--- config.mk ---
export PLATFORM = sky130hd
export DESIGN_NAME = matrix_transpose
export DESIGN_NICKNAME = d
export VERILOG_FILES = /design/src/rtl/matrix_transpose.sv
export SDC_FILE = /design/constraint.sdc
export NUM_CORES = 1
export LEC_CHECK = 0
export ABC_AREA = 1
export ABC_CLOCK_PERIOD_IN_PS = 4270
export CORE_UTILIZATION = 60
export DETAILED_ROUTE_END_ITERATION = 8
export PLACE_DENSITY_LB_ADDON = 0.3
export SETUP_SLACK_MARGIN = 0.15
export SLEW_MARGIN = 20
export SYNTH_ARGS = -nofsm -noshare
export SYNTH_HDL_FRONTEND = slang
export SYNTH_SLANG_ARGS = --single-unit
export TNS_END_PERCENT = 20
--- constraint.sdc ---
create_clock -name CLK -period 4.27 [get_ports CLK]
set_input_delay 0.854 -clock CLK [delete_from_list [all_inputs] [get_ports CLK]]
set_output_delay 0.854 -clock CLK [all_outputs]
set_load 0.02 [all_outputs]
--- src/rtl/matrix_transpose.sv ---
// Streaming square-matrix transpose: buffers one row-major matrix, then replays it
// column-major with a valid/ready handshake on both sides. Not double-buffered.
//
// state   | meaning
// S_LOAD  | accepting row-major input, output idle
// S_DRAIN | replaying buffer column-major, input stalled
module matrix_transpose #(
    parameter int WORDLEN            = 16,
    parameter int MATRIX_ELEMENT_NUM = 9,
    parameter int MATRIX_DIM         = 3
) (
    input  logic               CLK,
    input  logic               RST,
    input  logic [WORDLEN-1:0] q_in,
    input  logic               valid_in,
    output logic               in_ready,
    output logic [WORDLEN-1:0] transpose_out,
    output logic               valid_transpose,
    input  logic               out_ready,
    output logic               done_transpose
);
    localparam int CW = $clog2(MATRIX_DIM);
    localparam int AW = $clog2(MATRIX_ELEMENT_NUM);
    localparam logic [CW-1:0] LAST = CW'(MATRIX_DIM - 1);

    typedef enum logic {S_LOAD, S_DRAIN} state_t;

    state_t             r_state;
    state_t             w_state_nxt;
    logic [CW-1:0]      r_wr_row, r_wr_col, r_rd_row, r_rd_col;
    logic [CW-1:0]      w_rd_row_nxt, w_rd_col_nxt;
    logic [WORDLEN-1:0] r_buf [MATRIX_ELEMENT_NUM];
    logic [WORDLEN-1:0] r_out;
    logic               r_done;
    logic [AW-1:0]      w_wr_addr, w_rd_addr_nxt;
    logic               w_in_acc, w_out_acc, w_last_in, w_last_out;

    assign in_ready        = (r_state == S_LOAD);
    assign valid_transpose = (r_state == S_DRAIN);
    assign transpose_out   = r_out;
    assign done_transpose  = r_done;

    assign w_in_acc   = valid_in && in_ready;
    assign w_out_acc  = out_ready && valid_transpose;
    assign w_last_in  = w_in_acc && (r_wr_row == LAST) && (r_wr_col == LAST);
    assign w_last_out = w_out_acc && (r_rd_row == LAST) && (r_rd_col == LAST);

    // Column-major walk: row is the fast index on the read side.
    assign w_rd_row_nxt  = (r_rd_row == LAST) ? '0 : r_rd_row + CW'(1);
    assign w_rd_col_nxt  = (r_rd_row == LAST) ? r_rd_col + CW'(1) : r_rd_col;
    assign w_wr_addr     = AW'(r_wr_row) * AW'(MATRIX_DIM) + AW'(r_wr_col);
    assign w_rd_addr_nxt = AW'(w_rd_row_nxt) * AW'(MATRIX_DIM) + AW'(w_rd_col_nxt);

    always_ff @(posedge CLK) begin
        if (RST) r_state <= S_LOAD;
        else     r_state <= w_state_nxt;
    end

    always_comb begin
        w_state_nxt = r_state;
        case (r_state)
            S_LOAD:  if (w_last_in)  w_state_nxt = S_DRAIN;
            S_DRAIN: if (w_last_out) w_state_nxt = S_LOAD;
            default: w_state_nxt = S_LOAD;
        endcase
    end

    // Buffer is left uninitialised on reset; counters and state alone define validity.
    always_ff @(posedge CLK) begin
        if (w_in_acc) r_buf[w_wr_addr] <= q_in;
    end

    always_ff @(posedge CLK) begin
        if (RST) begin
            r_wr_row <= '0;
            r_wr_col <= '0;
            r_rd_row <= '0;
            r_rd_col <= '0;
            r_out    <= '0;
            r_done   <= 1'b0;
        end else begin
            r_done <= w_last_out;
            if (w_in_acc) begin
                if (r_wr_col == LAST) begin
                    r_wr_col <= '0;
                    r_wr_row <= (r_wr_row == LAST) ? '0 : r_wr_row + CW'(1);
                end else begin
                    r_wr_col <= r_wr_col + CW'(1);
                end
            end
            // Element (0,0) was written on the first accept, so it can be presented now.
            if (w_last_in) r_out <= r_buf[0];
            if (w_out_acc) begin
                if (w_last_out) begin
                    r_rd_row <= '0;
                    r_rd_col <= '0;
                end else begin
                    r_rd_row <= w_rd_row_nxt;
                    r_rd_col <= w_rd_col_nxt;
                    r_out    <= r_buf[w_rd_addr_nxt];
                end
            end
        end
    end
endmodule

After elaboration in Yosys (flattened, before gate mapping) --
Memories as Yosys holds them, arrays and structs flattened. Cells that the tools add are included.
Storage, ports and cells: bits in writable memories 144, memories kept 1, register bits 26, word-level logic and storage cells 42, output and inout bits 19, input port bits 20
Memories:
- r_buf | depth 9, width 16, rd ports 2, clocked after memory_dff 0, write ports 1, RTL line 32 | logic [WORDLEN-1:0] r_buf [MATRIX_ELEMENT_NUM];
Operators by class: equal/unequal tests 4, bitwise operators 1, multiplexer cells 14, add/subtract/negate cells 6, multipliers 2, reduce and logical (&&, ||, !) cells 7
Operators with widths (number):
- 2-to-1 mux 16 bit | 3
- 2-to-1 mux 2 bit | 6
- adder 2 x 1 -> 2 bit (second input constant) | 4
- adder 4 x 2 -> 4 bit | 2
- equality test 2 bit (second input constant) | 4
- multiplier 2 x 2 -> 4 bit (second input constant) | 2
- logical AND 1 bit | 6
- 2-to-1 mux 1 bit | 4
- case mux 1 bit (2 select lines) | 1
- AND reduction 2 bit | 1
- inverter 1 bit | 1

Longest topological paths before layout --
word-level depth 7, depth in mapped cells 13, depth with buffers taken out 11

Least setup slack after synthesis --
No wires, ideal clock.
path type register to register, start point register r_wr_row[1], end point memory r_buf[8][0], enable pin, cell stages (with the launch flop) 5, arrival time 3188 ps, data required time 3840 ps, path buffers 0, setup slack 652 ps, cells stage by stage dfxtp_1 > fa_1 > ha_1 > fa_1 > nor4_1
Between the ends: cells in the longest elaborated chain, start to end 2
RTL lines:
- start: declaration | RTL line 30 | logic [CW-1:0] r_wr_row, r_wr_col, r_rd_row, r_rd_col;
- start signal: assignment | RTL line 86 | r_wr_row <= (r_wr_row == LAST) ? '0 : r_wr_row + CW'(1);
- multiplier 2 x 2 -> 4 bit | RTL line 51 | assign w_wr_addr = AW'(r_wr_row) * AW'(MATRIX_DIM) + AW'(r_wr_col);
- adder 4 x 2 -> 4 bit | RTL line 51
- end: declaration | RTL line 32
No other way between the ends.

Final worst setup path --
start point register r_rd_col[0], end point register r_out[13], in the netlist transpose_out[13]
Between the ends: cells in the longest elaborated chain, start to end 6, elaborated cells on any way between the ends 8, classes of those cells add/sub: 2; eq/ne: 1; mux: 3; reduce/logical: 1; memory: 1
RTL lines:
- start: declaration | RTL line 30
- start signal: assignment | RTL line 99 | r_rd_col <= w_rd_col_nxt;
- adder 2 x 1 -> 2 bit | RTL line 50 | assign w_rd_col_nxt = (r_rd_row == LAST) ? r_rd_col + CW'(1) : r_rd_col;
- 2-to-1 mux 2 bit | RTL line 50
- adder 4 x 2 -> 4 bit | RTL line 52 | assign w_rd_addr_nxt = AW'(w_rd_row_nxt) * AW'(MATRIX_DIM) + AW'(w_rd_col_nxt);
- memory read (9 x 16 bit)
- 2-to-1 mux 16 bit * | RTL line 94 | if (w_last_out) begin
- 2-to-1 mux 16 bit * | RTL line 93 | if (w_out_acc) begin
- end signal: assignment | RTL line 92 | if (w_last_in) r_out <= r_buf[0];
- end signal: assignment | RTL line 100 | r_out <= r_buf[w_rd_addr_nxt];
- end: declaration | RTL line 33 | logic [WORDLEN-1:0] r_out;
Every way passes the cells marked *; elsewhere a longest branch is shown, timed or not. A chain may end at the register's enable or synchronous reset.

==> Flow_metrics.wiki <==
{| class="wikitable"
! Metric !! Value
|-
| Maximum number of pins on one net before global-route repair || 50
|-
| CTS clock-pin slew for the worst setup and hold paths || 60 ps
|-
| Length of routed met2 wiring || 8420 um
|-
| Achievable Freq || 0.286 GHz
|-
| Minimum clock period || 3500 ps
|-
| Met3 wire length || 1620 um
|-
| Worst slew pin tran || 997 ps
|-
| IO Pins || 39
|-
| Critical path origin || r_rd_col[0]
|-
| Netlist area before placement || 7550 um2
|-
| Topmost layer with routed signal wires || met4
|-
| Post-synthesis simple-gate area fraction || 0.215
|-
| Setup repair after global routing missed its margin || false
|-
| Worst setup endpoint || transpose_out[13]
|-
| Routed Antenna Nets || 0
|-
| Leakage power || 3.57 nW
|-
| Peak supply drop || 0.260 mV
|-
| Required time reported for the critical path endpoint || 4620 ps
|-
| Final net count || 810
|-
| Num Clock Sinks || 170
|-
| Cell Pwr Density || 399 nW/um2
|-
| Effective utilization at floorplan || 0.621
|-
| Mapped Cells || 742
|-
| Number of endpoints failing setup at the final stage || 0
|-
| First-pass GRT wire length || 28300 um
|-
| Number of register bits inferred by synthesis || 170
|-
| Combinational family with the most area after synthesis || simple AND/OR/NAND/NOR gates
|-
| Detailed-route wire length per cell || 18.8 um
|-
| Post-detailed-routing wire length || 18000 um
|-
| Via count normalized by instance count || 5.71
|-
| Maximum root-to-sink buffer count || 2
|-
| First-iteration detailed-routing DRC count || 681
|-
| Adder-cell share of the synthesized area || 0.0222
|-
| Hold path startpoint || r_rd_col[1]
|-
| Filler cell count || 897
|-
| Synthesis-to-finish area growth || 14.2%
|-
| DRC violations left || 0
|-
| Setup crit end kind || register
|-
| Clock H-tree levels || 4
|-
| Post-layout util || 0.710
|-
| Core area || 12200 um2
|-
| Total power draw || 0.00345 W
|-
| Root buffer selected by CTS || sky130_fd_sc_hd__clkbuf_16
|-
| Total setup buffers inserted after CTS || 0
|-
| Register-to-register setup slack || 770 ps
|-
| Die X || 114 um
|-
| Complex-gate fraction of the synthesized area || 0.0298
|-
| Number of nets in the synthesized netlist || 773
|-
| Number of global-route vias before repair || 5362
|-
| TNS Setup || 0 ps
|-
| Standard-cell rows || 40
|-
| Fraction of synthesized cell area in xor and xnor cells || 0.00116
|-
| # diodes || 0
|-
| Number of buffers added by the clock tree synthesis step || 17
|-
| Input/output buffers || 38
|-
| Post-cts resize count || 0
|-
| Worst reg-to-reg path cell count || 9
|-
| Largest fanout of any net on the critical path || 17
|-
| Yosys warnings || 0
|-
| Portion of the post-synthesis area used by sequential elements || 0.641
|-
| Nature of the critical path startpoint || register
|-
| Dpl hpwl || 11200 um
|-
| Maximum capacitance violations || 0
|-
| Result of the run || completed
|-
| RePlAce Congestion || 0.849
|-
| Clock tree from TritonCTS || built
|-
| Layout Skew || 3.61 ps
|-
| CTS Hold Bufs || 0
|-
| Clock latency reported for the late side of the worst-skew pair || 430 ps
|-
| Class of the tightest hold or removal check || register to register
|-
| Final Slew Violations || 0
|-
| Mean area per synthesized cell || 10.2 um2
|-
| Aggregate global-route resource usage || 0.299
|-
| Total routed wire length on the met1 layer || 7380 um
|-
| Multiplexer area fraction after synthesis || 0
|-
| Global route total overflow || 0
|-
| First-pass iteration count of the detailed router || 5
|-
| Via total after detailed routing || 5475
|-
| CP Class || register to register
|-
| Final-report hold violation count || 0
|-
| Endpoint arrival time on the critical path || 3850 ps
|-
| Final period utilization || 0.820
|-
| Die Y || 114 um
|-
| Antenna violations before repair || 0
|-
| Max_slew headroom || 0.333
|-
| Worst reg2reg startpoint || r_rd_col[0]
|-
| Area enclosed by the die boundary || 13000 um2
|-
| Count of unique library cells instantiated by Yosys || 26
|-
| Share of layout cells above drive strength 1 || 0.0632
|-
| Reg-to-reg endpoint || transpose_out[13]
|}
worst max-delay path, cell delays in order (launching register included):
cell and delay [ps]:
sky130_fd_sc_hd__dfxtp_1 410, sky130_fd_sc_hd__inv_2 90, sky130_fd_sc_hd__ha_1 300, sky130_fd_sc_hd__o21ai_0 310, sky130_fd_sc_hd__fa_1 490, sky130_fd_sc_hd__ha_1 220
sky130_fd_sc_hd__fa_1 640, sky130_fd_sc_hd__inv_1 540, sky130_fd_sc_hd__nand3_1 220, sky130_fd_sc_hd__a21oi_1 190
layout make-up:
class | instances | area (um2) | area share
Inverter | 131 | 492 | 0.0570
Timing Repair Buffer | 55 | 508 | 0.0589
Clock buffer | 21 | 440 | 0.0510
Clock inverter | 10 | 101 | 0.0117
Tap cell | 168 | 210 | 0.0244
Sequential cell | 170 | 4840 | 0.561
Multi-Input combinational cell | 404 | 2030 | 0.236
stage by stage:
stage / setup WS [ps] / hold slack [ps] / area, um2 / std cells
final: 768 / 508 / 8630 / 959
after detailed placement: 936 / 493 / 8090 / 928
after CTS: 879 / 502 / 8630 / 959
after floorplan: 652 / 456 / 7550 / 742
after global placement: 1110 / 479 / 8090 / 928
after global routing: 660 / 535 / 8630 / 959
cells in the mapped netlist, drive strengths merged:
cell type | number | share of area
a211oi | 1 | 0.00099
a21oi | 38 | 0.025
a22oi | 1 | 0.00099
buf | 24 | 0.019
clkbuf | 13 | 0.0065
clkinv | 1 | 0.00050
dfxtp | 26 | 0.069
edfxtp | 144 | 0.57
fa | 4 | 0.011
ha | 7 | 0.012
inv | 130 | 0.065
nand2 | 132 | 0.067
nand3 | 179 | 0.12
nand3b | 16 | 0.016
nand4 | 2 | 0.0036
nor2 | 17 | 0.0084
nor3 | 1 | 0.00066
nor4 | 1 | 0.00083
o21ai | 4 | 0.0026
xor2 | 1 | 0.0012
placed cells by master (no fill, tap or decap), types with 5 or more instances in the layout:
master	synthesis	routed
sky130_fd_sc_hd__a21oi_1	38	38
sky130_fd_sc_hd__buf_4	1	17
sky130_fd_sc_hd__clkbuf_16	0	17
sky130_fd_sc_hd__clkdlybuf4s50_1	0	38
sky130_fd_sc_hd__clkinv_1	1	5
sky130_fd_sc_hd__dfxtp_1	26	26
sky130_fd_sc_hd__edfxtp_1	144	144
sky130_fd_sc_hd__ha_1	7	7
sky130_fd_sc_hd__inv_1	127	127
sky130_fd_sc_hd__nand2_1	127	127
sky130_fd_sc_hd__nand2_2	5	5
sky130_fd_sc_hd__nand3_1	179	179
sky130_fd_sc_hd__nand3b_1	16	16
sky130_fd_sc_hd__nor2_1	17	17
kinds of logic after synthesis:
family / Yosys count
compound gates: 44
fa+ha+maj: 11
simple gates: 348
flops: 170
buf+inv: 168
xor+xnor: 1
worst min-delay path by stage:
stage / endpoint / slack [ps] / cells after the start
2_1_floorplan: r_rd_col[1] / 460 / 2
3_3_place_gp: r_rd_col[1] / 480 / 2
3_5_place_dp: r_rd_col[1] / 490 / 2
4_1_cts: r_rd_col[1] / 500 / 2
5_1_grt: r_rd_col[1] / 540 / 2
6_report: r_rd_col[1] / 510 / 2
where the power goes:
part	internal [W]	switching, W	total [W]
logic	0.0000407	0.0000944	0.000135
registers	0.00185	0.0000172	0.00187
clock network	0.000848	0.000595	0.00144
total	0.00274	0.000707	0.00345
sequential cells by signal, summed over array words and instances (netlist names):
register and cells:
r_buf 144, transpose_out 16, r_rd_col 2, r_rd_row 2, r_wr_col 2, r_wr_row 2, done_transpose 1, valid_transpose 1
per-layer routing:
metal / global-route usage / vias up
li1: - / 2548
met1: 0.406 / 2570
met2: 0.464 / 307
met3: 0.0625 / 50
met4: 0.143 / 0
met5: 0 / -
Power figures use the tool's default switching activity.
